`src/rtl/npc_bp_unit_pkg.sv`:
```
// Shared encodings for next-PC selection and BTB saturating counters.
// Latency: n/a (types, constants and a pure helper function only).
// Backpressure: n/a.
package npc_bp_unit_pkg;

    // EX-stage next-PC operation select
    localparam logic [2:0] NPC_PLUS4  = 3'b000;
    localparam logic [2:0] NPC_BRANCH = 3'b001;
    localparam logic [2:0] NPC_JUMP   = 3'b010;
    localparam logic [2:0] NPC_JALR   = 3'b100;

    // 2-bit saturating counter states; bit 1 is the taken prediction
    localparam logic [1:0] BTB_CTR_STRONG_NT = 2'b00;
    localparam logic [1:0] BTB_CTR_WEAK_NT   = 2'b01;
    localparam logic [1:0] BTB_CTR_WEAK_T    = 2'b10;
    localparam logic [1:0] BTB_CTR_STRONG_T  = 2'b11;

    // Saturating step toward the resolved direction
    function automatic logic [1:0] btb_ctr_next(input logic [1:0] ctr, input logic taken);
        if (taken) begin
            return (ctr == BTB_CTR_STRONG_T) ? ctr : ctr + 2'd1;
        end
        return (ctr == BTB_CTR_STRONG_NT) ? ctr : ctr - 2'd1;
    endfunction

endpackage

```
`src/rtl/npc_btb.sv`:
```
// Direct-mapped branch target buffer: storage, combinational lookup, counter training.
// Latency: lookup is combinational; updates become visible the cycle after the write edge.
// Backpressure: none; an update is accepted every cycle it is presented.
module npc_btb
    import npc_bp_unit_pkg::*;
#(
    parameter int XLEN        = 32,
    parameter int BTB_ENTRIES = 16
) (
    input  logic            clk,
    input  logic            rst,
    // lookup side: word address of the fetch PC (byte offset dropped)
    input  logic [XLEN-3:0] lk_word,
    output logic            lk_taken,
    output logic [XLEN-1:0] lk_target,
    // training side: word address of the resolved instruction
    input  logic            up_en,
    input  logic [XLEN-3:0] up_word,
    input  logic            up_taken,
    input  logic [XLEN-1:0] up_target
);

    localparam int IDX  = $clog2(BTB_ENTRIES);
    localparam int TAGW = XLEN - 2 - IDX;

    logic [BTB_ENTRIES-1:0] valid_q;
    logic [TAGW-1:0]        tag_q [BTB_ENTRIES];
    logic [XLEN-1:0]        tgt_q [BTB_ENTRIES];
    logic [1:0]             ctr_q [BTB_ENTRIES];

    logic [IDX-1:0]  lk_idx;
    logic [TAGW-1:0] lk_tag;
    logic            lk_hit;

    logic [IDX-1:0]  up_idx;
    logic [TAGW-1:0] up_tag;
    logic            up_hit;
    logic            up_wr_ctr;
    logic            up_wr_tgt;
    logic [1:0]      up_ctr_d;

    assign lk_idx = lk_word[IDX-1:0];
    assign lk_tag = lk_word[XLEN-3:IDX];
    assign up_idx = up_word[IDX-1:0];
    assign up_tag = up_word[XLEN-3:IDX];

    // Lookup reads pre-update contents, so a same-index write shows up next cycle
    always_comb begin
        lk_hit    = valid_q[lk_idx] && (tag_q[lk_idx] == lk_tag);
        lk_taken  = lk_hit && ctr_q[lk_idx][1];
        lk_target = tgt_q[lk_idx];
    end

    // Training decision: a hit always trains the counter, a miss allocates only when taken
    always_comb begin
        up_hit    = valid_q[up_idx] && (tag_q[up_idx] == up_tag);
        up_wr_ctr = up_en && (up_hit || up_taken);
        up_wr_tgt = up_en && up_taken;
        up_ctr_d  = up_hit ? btb_ctr_next(ctr_q[up_idx], up_taken) : BTB_CTR_WEAK_T;
    end

    // Valid bits and counters are the only state cleared by reset
    always_ff @(posedge clk) begin
        if (rst) begin
            valid_q <= '0;
            for (int i = 0; i < BTB_ENTRIES; i++) begin
                ctr_q[i] <= BTB_CTR_STRONG_NT;
            end
        end else if (up_wr_ctr) begin
            valid_q[up_idx] <= 1'b1;
            ctr_q[up_idx]   <= up_ctr_d;
        end
    end

    // Tag and target only matter behind a valid bit, so they carry no reset
    always_ff @(posedge clk) begin
        if (!rst && up_wr_tgt) begin
            tag_q[up_idx] <= up_tag;
            tgt_q[up_idx] <= up_target;
        end
    end

endmodule

```
`src/rtl/npc_bp_unit.sv`:
```
// Next-PC unit: fetch PC register, BTB prediction, EX resolve and mispredict redirect.
// Latency: prediction and flush are combinational; redirect lands on pc one edge after resolve.
// Backpressure: pc_write=0 holds the PC; a flush overrides the stall, BTB training never stalls.
module npc_bp_unit
    import npc_bp_unit_pkg::*;
#(
    parameter int              XLEN        = 32,
    parameter int              BTB_ENTRIES = 16,
    parameter logic [XLEN-1:0] RESET_PC    = {XLEN{1'b0}}
) (
    input  logic            clk,
    input  logic            rst,
    input  logic            pc_write,
    output logic [XLEN-1:0] pc,
    output logic            pred_taken,
    output logic [XLEN-1:0] pred_target,
    input  logic            ex_valid,
    input  logic [XLEN-1:0] ex_pc,
    input  logic [2:0]      ex_npcop,
    input  logic [XLEN-1:0] ex_imm,
    input  logic [XLEN-1:0] ex_aluout,
    input  logic            ex_zero,
    input  logic            ex_pred_taken,
    input  logic [XLEN-1:0] ex_pred_target,
    output logic            flush
);

    localparam logic [XLEN-1:0] PC_STEP  = XLEN'(4);
    localparam logic [XLEN-1:0] JALR_MSK = ~XLEN'(1);

    logic [XLEN-1:0] pc_q;
    logic            btb_taken;
    logic [XLEN-1:0] btb_target;

    logic            act_taken;
    logic [XLEN-1:0] act_target;
    logic [XLEN-1:0] correct_npc;
    logic            mispredict;
    logic            btb_up_en;

    npc_btb #(
        .XLEN        (XLEN),
        .BTB_ENTRIES (BTB_ENTRIES)
    ) u_btb (
        .clk       (clk),
        .rst       (rst),
        .lk_word   (pc_q[XLEN-1:2]),
        .lk_taken  (btb_taken),
        .lk_target (btb_target),
        .up_en     (btb_up_en),
        .up_word   (ex_pc[XLEN-1:2]),
        .up_taken  (act_taken),
        .up_target (act_target)
    );

    // Fetch-side prediction: fall through to pc+4 unless the BTB says taken
    always_comb begin
        pred_taken  = btb_taken;
        pred_target = btb_taken ? btb_target : pc_q + PC_STEP;
    end

    // Resolve the EX instruction and compare against what IF predicted for it
    always_comb begin
        act_taken  = 1'b0;
        act_target = ex_pc + ex_imm;
        case (ex_npcop)
            NPC_BRANCH: act_taken = ex_zero;
            NPC_JUMP:   act_taken = 1'b1;
            NPC_JALR: begin
                act_taken  = 1'b1;
                act_target = ex_aluout & JALR_MSK;
            end
            default:    act_taken = 1'b0;
        endcase
        correct_npc = act_taken ? act_target : ex_pc + PC_STEP;
        // a PLUS4 that aliased into a taken prediction is caught by the direction test
        mispredict  = (ex_pred_taken != act_taken) ||
                      (act_taken && (ex_pred_target != act_target));
        flush       = ex_valid && mispredict && !rst;
        // only control-flow instructions train the BTB
        btb_up_en   = ex_valid && (ex_npcop != NPC_PLUS4);
    end

    // PC register: reset, then redirect, then advance, else hold
    always_ff @(posedge clk) begin
        if (rst) begin
            pc_q <= RESET_PC;
        end else if (flush) begin
            pc_q <= correct_npc;
        end else if (pc_write) begin
            pc_q <= pred_target;
        end
    end

    assign pc = pc_q;

endmodule

```
`config.mk`:
```
export PLATFORM = sky130hd
export DESIGN_NAME = npc_bp_unit
export DESIGN_NICKNAME = d
export VERILOG_FILES = /design/src/rtl/npc_bp_unit_pkg.sv /design/src/rtl/npc_btb.sv /design/src/rtl/npc_bp_unit.sv
export SDC_FILE = /design/constraint.sdc
export NUM_CORES = 1
export LEC_CHECK = 0
export ABC_AREA = 1
export BUFFER_PORTS_ARGS = -buffer_cell sky130_fd_sc_hd__buf_2
export CAP_MARGIN = 20
export CORE_ASPECT_RATIO = 1.4
export CORE_MARGIN = 2
export CORE_UTILIZATION = 40
export CTS_CLUSTER_SIZE = 25
export DETAILED_ROUTE_END_ITERATION = 10
export HOLD_SLACK_MARGIN = 0.12
export PLACE_DENSITY_LB_ADDON = 0.2
export SYNTH_ARGS = -nofsm -noshare
export SYNTH_HDL_FRONTEND = slang
export SYNTH_SLANG_ARGS = --single-unit
```
`constraint.sdc`:
```
create_clock -name clk -period 6.8 [get_ports clk]
set_input_delay 0.34 -clock clk [delete_from_list [all_inputs] [get_ports clk]]
set_output_delay 0.34 -clock clk [all_outputs]
set_load 0.005 [all_outputs]
```
* Word-level counts from Yosys, hierarchy flattened
Memories as Yosys holds them, arrays and structs flattened. A register that Yosys moved wholly into a read port is not among the register bits.
Cells that the tools add are included.
** Storage, ports and cells
- Flip-flop bits (word level) :: 48
- Bits in latches :: 0
- Bits in writable memories :: 960
- Bits in read-only memories :: 0
- Output and inout bits :: 66
- Logic and storage cells :: 75
- Memories kept :: 3
** Memories
- u_btb.tgt_q :: depth 16, width 32, rd ports 1, clocked after memory_dff 1, wr ports 1, RTL line npc_btb.sv:28 : logic [XLEN-1:0] tgt_q [BTB_ENTRIES];
- u_btb.tag_q :: depth 16, width 26, rd ports 2, clocked after memory_dff 1, wr ports 1, RTL line npc_btb.sv:27 : logic [TAGW-1:0] tag_q [BTB_ENTRIES];
- u_btb.ctr_q :: depth 16, width 2, rd ports 2, clocked after memory_dff 1, wr ports 16, RTL line npc_btb.sv:29 : logic [1:0] ctr_q [BTB_ENTRIES];
** Cells by class
- $add $sub $neg :: 5
- $mul :: 0
- Div/mod/pow operators :: 0
- Magnitude comparators :: 3
- Eq/ne operators :: 8
- Shift operators :: 0
- Multiplexer cells :: 34
- Bitwise logic cells :: 1
- Reduce and logical (&&, ||, !) cells :: 19
** Operators with widths (number)
- 2-to-1 mux 32 bit :: 5
- adder 32 x 3 -> 32 bit, second input constant :: 2
- == test 26 bit :: 2
- adder 32 bit :: 1
- != test 32 bit :: 1
- 2-to-1 mux 4 bit :: 7
- OR 16 bit :: 1
- 2-to-1 mux 1 bit :: 12
- 2-to-1 mux 2 bit :: 6
- logical AND 1 bit :: 11
- < comparator 4 x 5 -> 1 bit, second input constant :: 2
- binary-select mux 1 bit (select 4 bit) :: 2
- demux 1 bit (select 4 bit) :: 1
- greater-or-equal comparator 4 x 1 -> 1 bit, second input constant :: 1
- OR reduction 2 bit :: 2
- == test 3 x 1 -> 1 bit, second input constant :: 1
- == test 3 x 2 -> 1 bit, second input constant :: 1
- == test 3 bit, second input constant :: 1
- nonzero test 3 bit :: 1
- adder 2 x 1 -> 2 bit, second input constant :: 1
- == test 2 bit, second input constant :: 1
- logical NOT 2 bit :: 1
- logical OR 1 bit :: 2
- case mux 1 bit (2 select lines) :: 1
- other kinds (4) :: 4

* Longest topological paths before layout
- Depth after elaboration :: 10
- Gate-level depth with buffers :: 29
- Mapped depth without buffers :: 27

* By module
A second synthesis with hierarchy kept.
** Unflattened totals
- Cell total of the unflattened synthesis :: 5659
- Area total of the unflattened synthesis :: 51284.2 um^2
** Modules (own cells, without submodules)
- npc_btb :: instances 1, cells each 4174, area each 43859.6 um^2, seq. area each 29148.0 um^2
- npc_bp_unit :: instances 1, cells each 1485, area each 7424.6 um^2, seq. area each 640.6 um^2

* Worst setup path before layout
OpenSTA, ideal clock, no wires.
- Path type :: input to register
- Start :: input port ex_npcop[1]
- End :: memory u_btb.tag_q[13][0] (netlist name), enable pin
- Setup time :: 0.545 ns
- Arrival time :: 5.610 ns
- Required time :: 6.255 ns
- Setup slack :: 0.645 ns
- Cell stages on the path :: 9
- Buffers on the path :: 2
- Cell sequence :: nor2_2 -> nand2_2 -> clkinv_1 -> a21oi_1 -> inv_1 -> clkbuf_1 -> nand2_1 -> clkbuf_1 -> nor3_1
** On the way
- Longest elaborated chain between the ends :: 7
- Elaborated cells between the ends (all ways) :: 11
** RTL lines
- from (decl) :: RTL line npc_bp_unit.sv:19 : input logic [2:0] ex_npcop,
- == test 3 bit / == test 3 x 2 -> 1 bit (equally long branches) :: RTL line npc_bp_unit.sv:66 : case (ex_npcop)
- OR reduction 2 bit (no line)
- case mux 1 bit (2 select lines) :: RTL line npc_bp_unit.sv:66
- logical AND 1 bit * :: RTL line npc_btb.sv:58 : up_wr_tgt = up_en && up_taken;
- logical AND 1 bit * :: RTL line npc_btb.sv:77 : if (!rst && up_wr_tgt) begin
- 2-to-1 mux 1 bit * :: RTL line npc_btb.sv:77
- 2-to-1 mux 1 bit (implied by the code) * :: RTL line npc_btb.sv:78 : tag_q[up_idx] <= up_tag;
- to (decl) :: RTL line npc_btb.sv:27
Every way passes the cells marked *; elsewhere a longest branch is shown, timed or not.

==> qor.csv <==
metric,value,unit
final_cells,7268,
cts_setup_buffers,0,
maxCapViolations,0,
place_congestion,0.988,
synthAdderAreaFrac,0.926,%
cts-root-buf,clkbuf_16,
nNetsFinal,5720,
finalMaxSlewViolations,0,
fp.dieW,305,µm
yosysTopAreaCell,edfxtp_1,
track_usage,28.9,%
ys_ff_latch,1012,
ys_async_sr_fraction,0,%
yosysSeqAreaShare,58.8,%
max_freq,0.180,GHz
syn_area,50800,µm²
p_seq_share,47.3,%
min-delay-path-class,input pin to flip-flop,
via_count,42300,
synthesis.nets,5646,
ys.flop_type,edfxtp_1,
arrival,5210,ps
p_leak,21.4,nW
synth_cells,5472,
power_switching,0.00425,W
antenna_left,0,
synth.area.top_cells,"edfxtp_1, o21ai_0, nand2_1",
path_clk_slew,60,ps
synth-warning-count,0,
hold_path.startpoint,ex_pc[24],
worstSetupPathType,flip-flop to output port,
clk_latency,740,ps
clock_skew,63.7,ps
cts.sinks,1012,
io_buffers,201,
cts_buffer_depth,3,
vias_per_cell,5.82,
holdPathStages,2,
core_area,126000,µm²
synth-simple-area-share,17.7,%
synth_xor_xnor_area_share,0.931,%
fin_crit,5550,ps
drc,0,
drive_gt1_share,9.22,%
hold_viol,0,
fp.dieH,426,µm
critPathLaunchType,flip-flop,
vdd_drop_max,233,µV
htree_levels,3,
cts_tree,built,
crit_fanout,149,
worst-slew-pin-transition,1090,ps
cts_buffers,100,
antenna_found_initial,7,
dp_cells,7072,
r2r_setup_slack,1940,ps
final_common_cell,edfxtp_1,
grt_max_degree,184,
synth-edff-count,960,
grt_pass1_wl,272000,µm
worst_r2r_path_depth,18,
synth_top_area_share,56.7,%
avgSynthCellArea,9.28,µm²
grt_overflow_total,0,
dp_hpwl,121000,µm
maxSlewHeadroom,27.1,%
synth.area.mux_share,0,%
power.density,263,nW/µm²
worst_r2r_endpoint,pc[22],
final_cell_mix,"edfxtp_1, nand2_1, o21ai_0",
firstDrtPassIters,6,
synth_top_family_by_area,simple AND/OR/NAND/NOR gates,
combPwrFrac,14.7,%
first_global_vias,39300,
nFillCells,12200,
rows,154,
required,6460,ps
wl_per_cell,26.5,µm
outcome,finished clean,
first_iter_violations,4748,
ios,203,
ys_types,51,
clkPwrFrac,38.0,%
finalSetupViolCount,0,
area_growth_syn_to_layout,11.6,%
cts.repair.resized,0,
internal_power,0.0107,W
wirelength,193000,µm
start_util,40.3,%
endpoint_kind,output port,
dieArea,130000,µm²
tns,0,ps
synth_compound_area_share,15.1,%
hold_path_end,u_btb.tag_q[5][18],
rsz0062_at_grt,false,
fin_crit_sh,81.6,%
netSwitchingFraction,28.4,%
[per-layer routing]
metal	GRT usage (%)	wire length (µm)	vias up
li1	-	-	19200
met1	37.4	76700	20700
met2	47.2	89900	1990
met3	3.91	14700	411
met4	15.4	11100	6
met5	0	38	-
[critical path, stage by stage, from the launching register on]
cell	delay [ps]
dfxtp_4	730
buf_12	570
o21ai_0	200
o211ai_1	260
nand3_1	320
nand3_1	260
nand2_1	70
nor2_1	180
nand2_1	80
nor2_1	140
nand2_2	140
nor2_4	640
nand2_1	180
nand2_1	180
inv_1	150
buf_2	170
[cells in the mapped netlist (all sizes together), types with 3 or more instances]
library cell / count
clkinv: 3
nor3: 46
dfxtp: 52
o31ai: 3
xnor2: 9
nand3b: 15
o22ai: 49
nand4: 34
nand2: 892
a31oi: 30
buf: 160
edfxtp: 960
o211ai: 72
a221oi: 3
inv: 462
ha: 36
o21ai: 864
nor2: 794
or2: 29
nor4: 6
xor2: 45
a21oi: 275
o221ai: 85
clkbuf: 173
o21bai: 8
nand3: 351
[cells by family after synthesis]
kind of cell / after synthesis
AOI/OAI and AO/OA: 1401
xor gates and xnor gates: 54
adders and majority gates: 37
buffers and inverters: 798
DFF: 1012
and+or+nand+nor: 2170
[power groups by stage]
stage	clock (W)	sequential, W	combinational [W]
after floorplan	0	0.00715	0.00129
after global placement	0	0.00719	0.00214
after detailed placement	0	0.00720	0.00215
after CTS	0.00573	0.00706	0.00216
after global routing	0.00594	0.00707	0.00236
final	0.00567	0.00706	0.00219
[final cells by class]
cell class              count  area, µm²  share of cell area, %
inverters                 465       1760                   3.10
diodes                      2       5.00                0.00882
clock inverters            67        727                   1.28
flip-flops and latches   1012      29900                   52.7
repair buffers            305       2000                   3.53
multi-input cells        3662      17700                   31.2
clock buffers             117       2570                   4.52
well taps                1638       2050                   3.61
[sequential cells by signal, summed over array words and instances, names as in the netlist, named ones only]
signal	flops
u_btb.tag_q	416
u_btb.ctr_q	32
u_btb.tgt_q	512
pc	32
u_btb.valid_q	16
[repair_timing]
| item | CTS | global route |
|---|---|---|
| hold buffers | 10 | 0 |
| setup endpoints to repair | 0 | 0 |
| hold endpoints to repair | 144 | 0 |
[stage by stage]
stage               instance area [µm²]  util [%]  hold slack [ps]  setup WS [ps]  total power (W)
floorplan                         50800         -              439            645          0.00844
global placement                  53300      42.3              455           1960          0.00933
detailed placement                53300      42.3              463           1930          0.00935
CTS                               56700      45.0              120           1310           0.0150
global route                      56700      45.0              152           1030           0.0154
finish                            56700      45.0              170           1250           0.0149
[worst max path at each step]
| stage | start | cells past startpoint | endpoint |
|---|---|---|---|
| floorplan | ex_npcop[1] | 9 | u_btb.tag_q[13][0] |
| global placement | ex_pc[0] | 27 | flush |
| detailed placement | ex_pc[0] | 27 | flush |
| CTS | flip-flop | 15 | pred_target[18] |
| global route | ex_pc[0] | 28 | flush |
| finish | flip-flop | 15 | pred_target[18] |
Note: power is estimated with default switching activity, not from simulation.
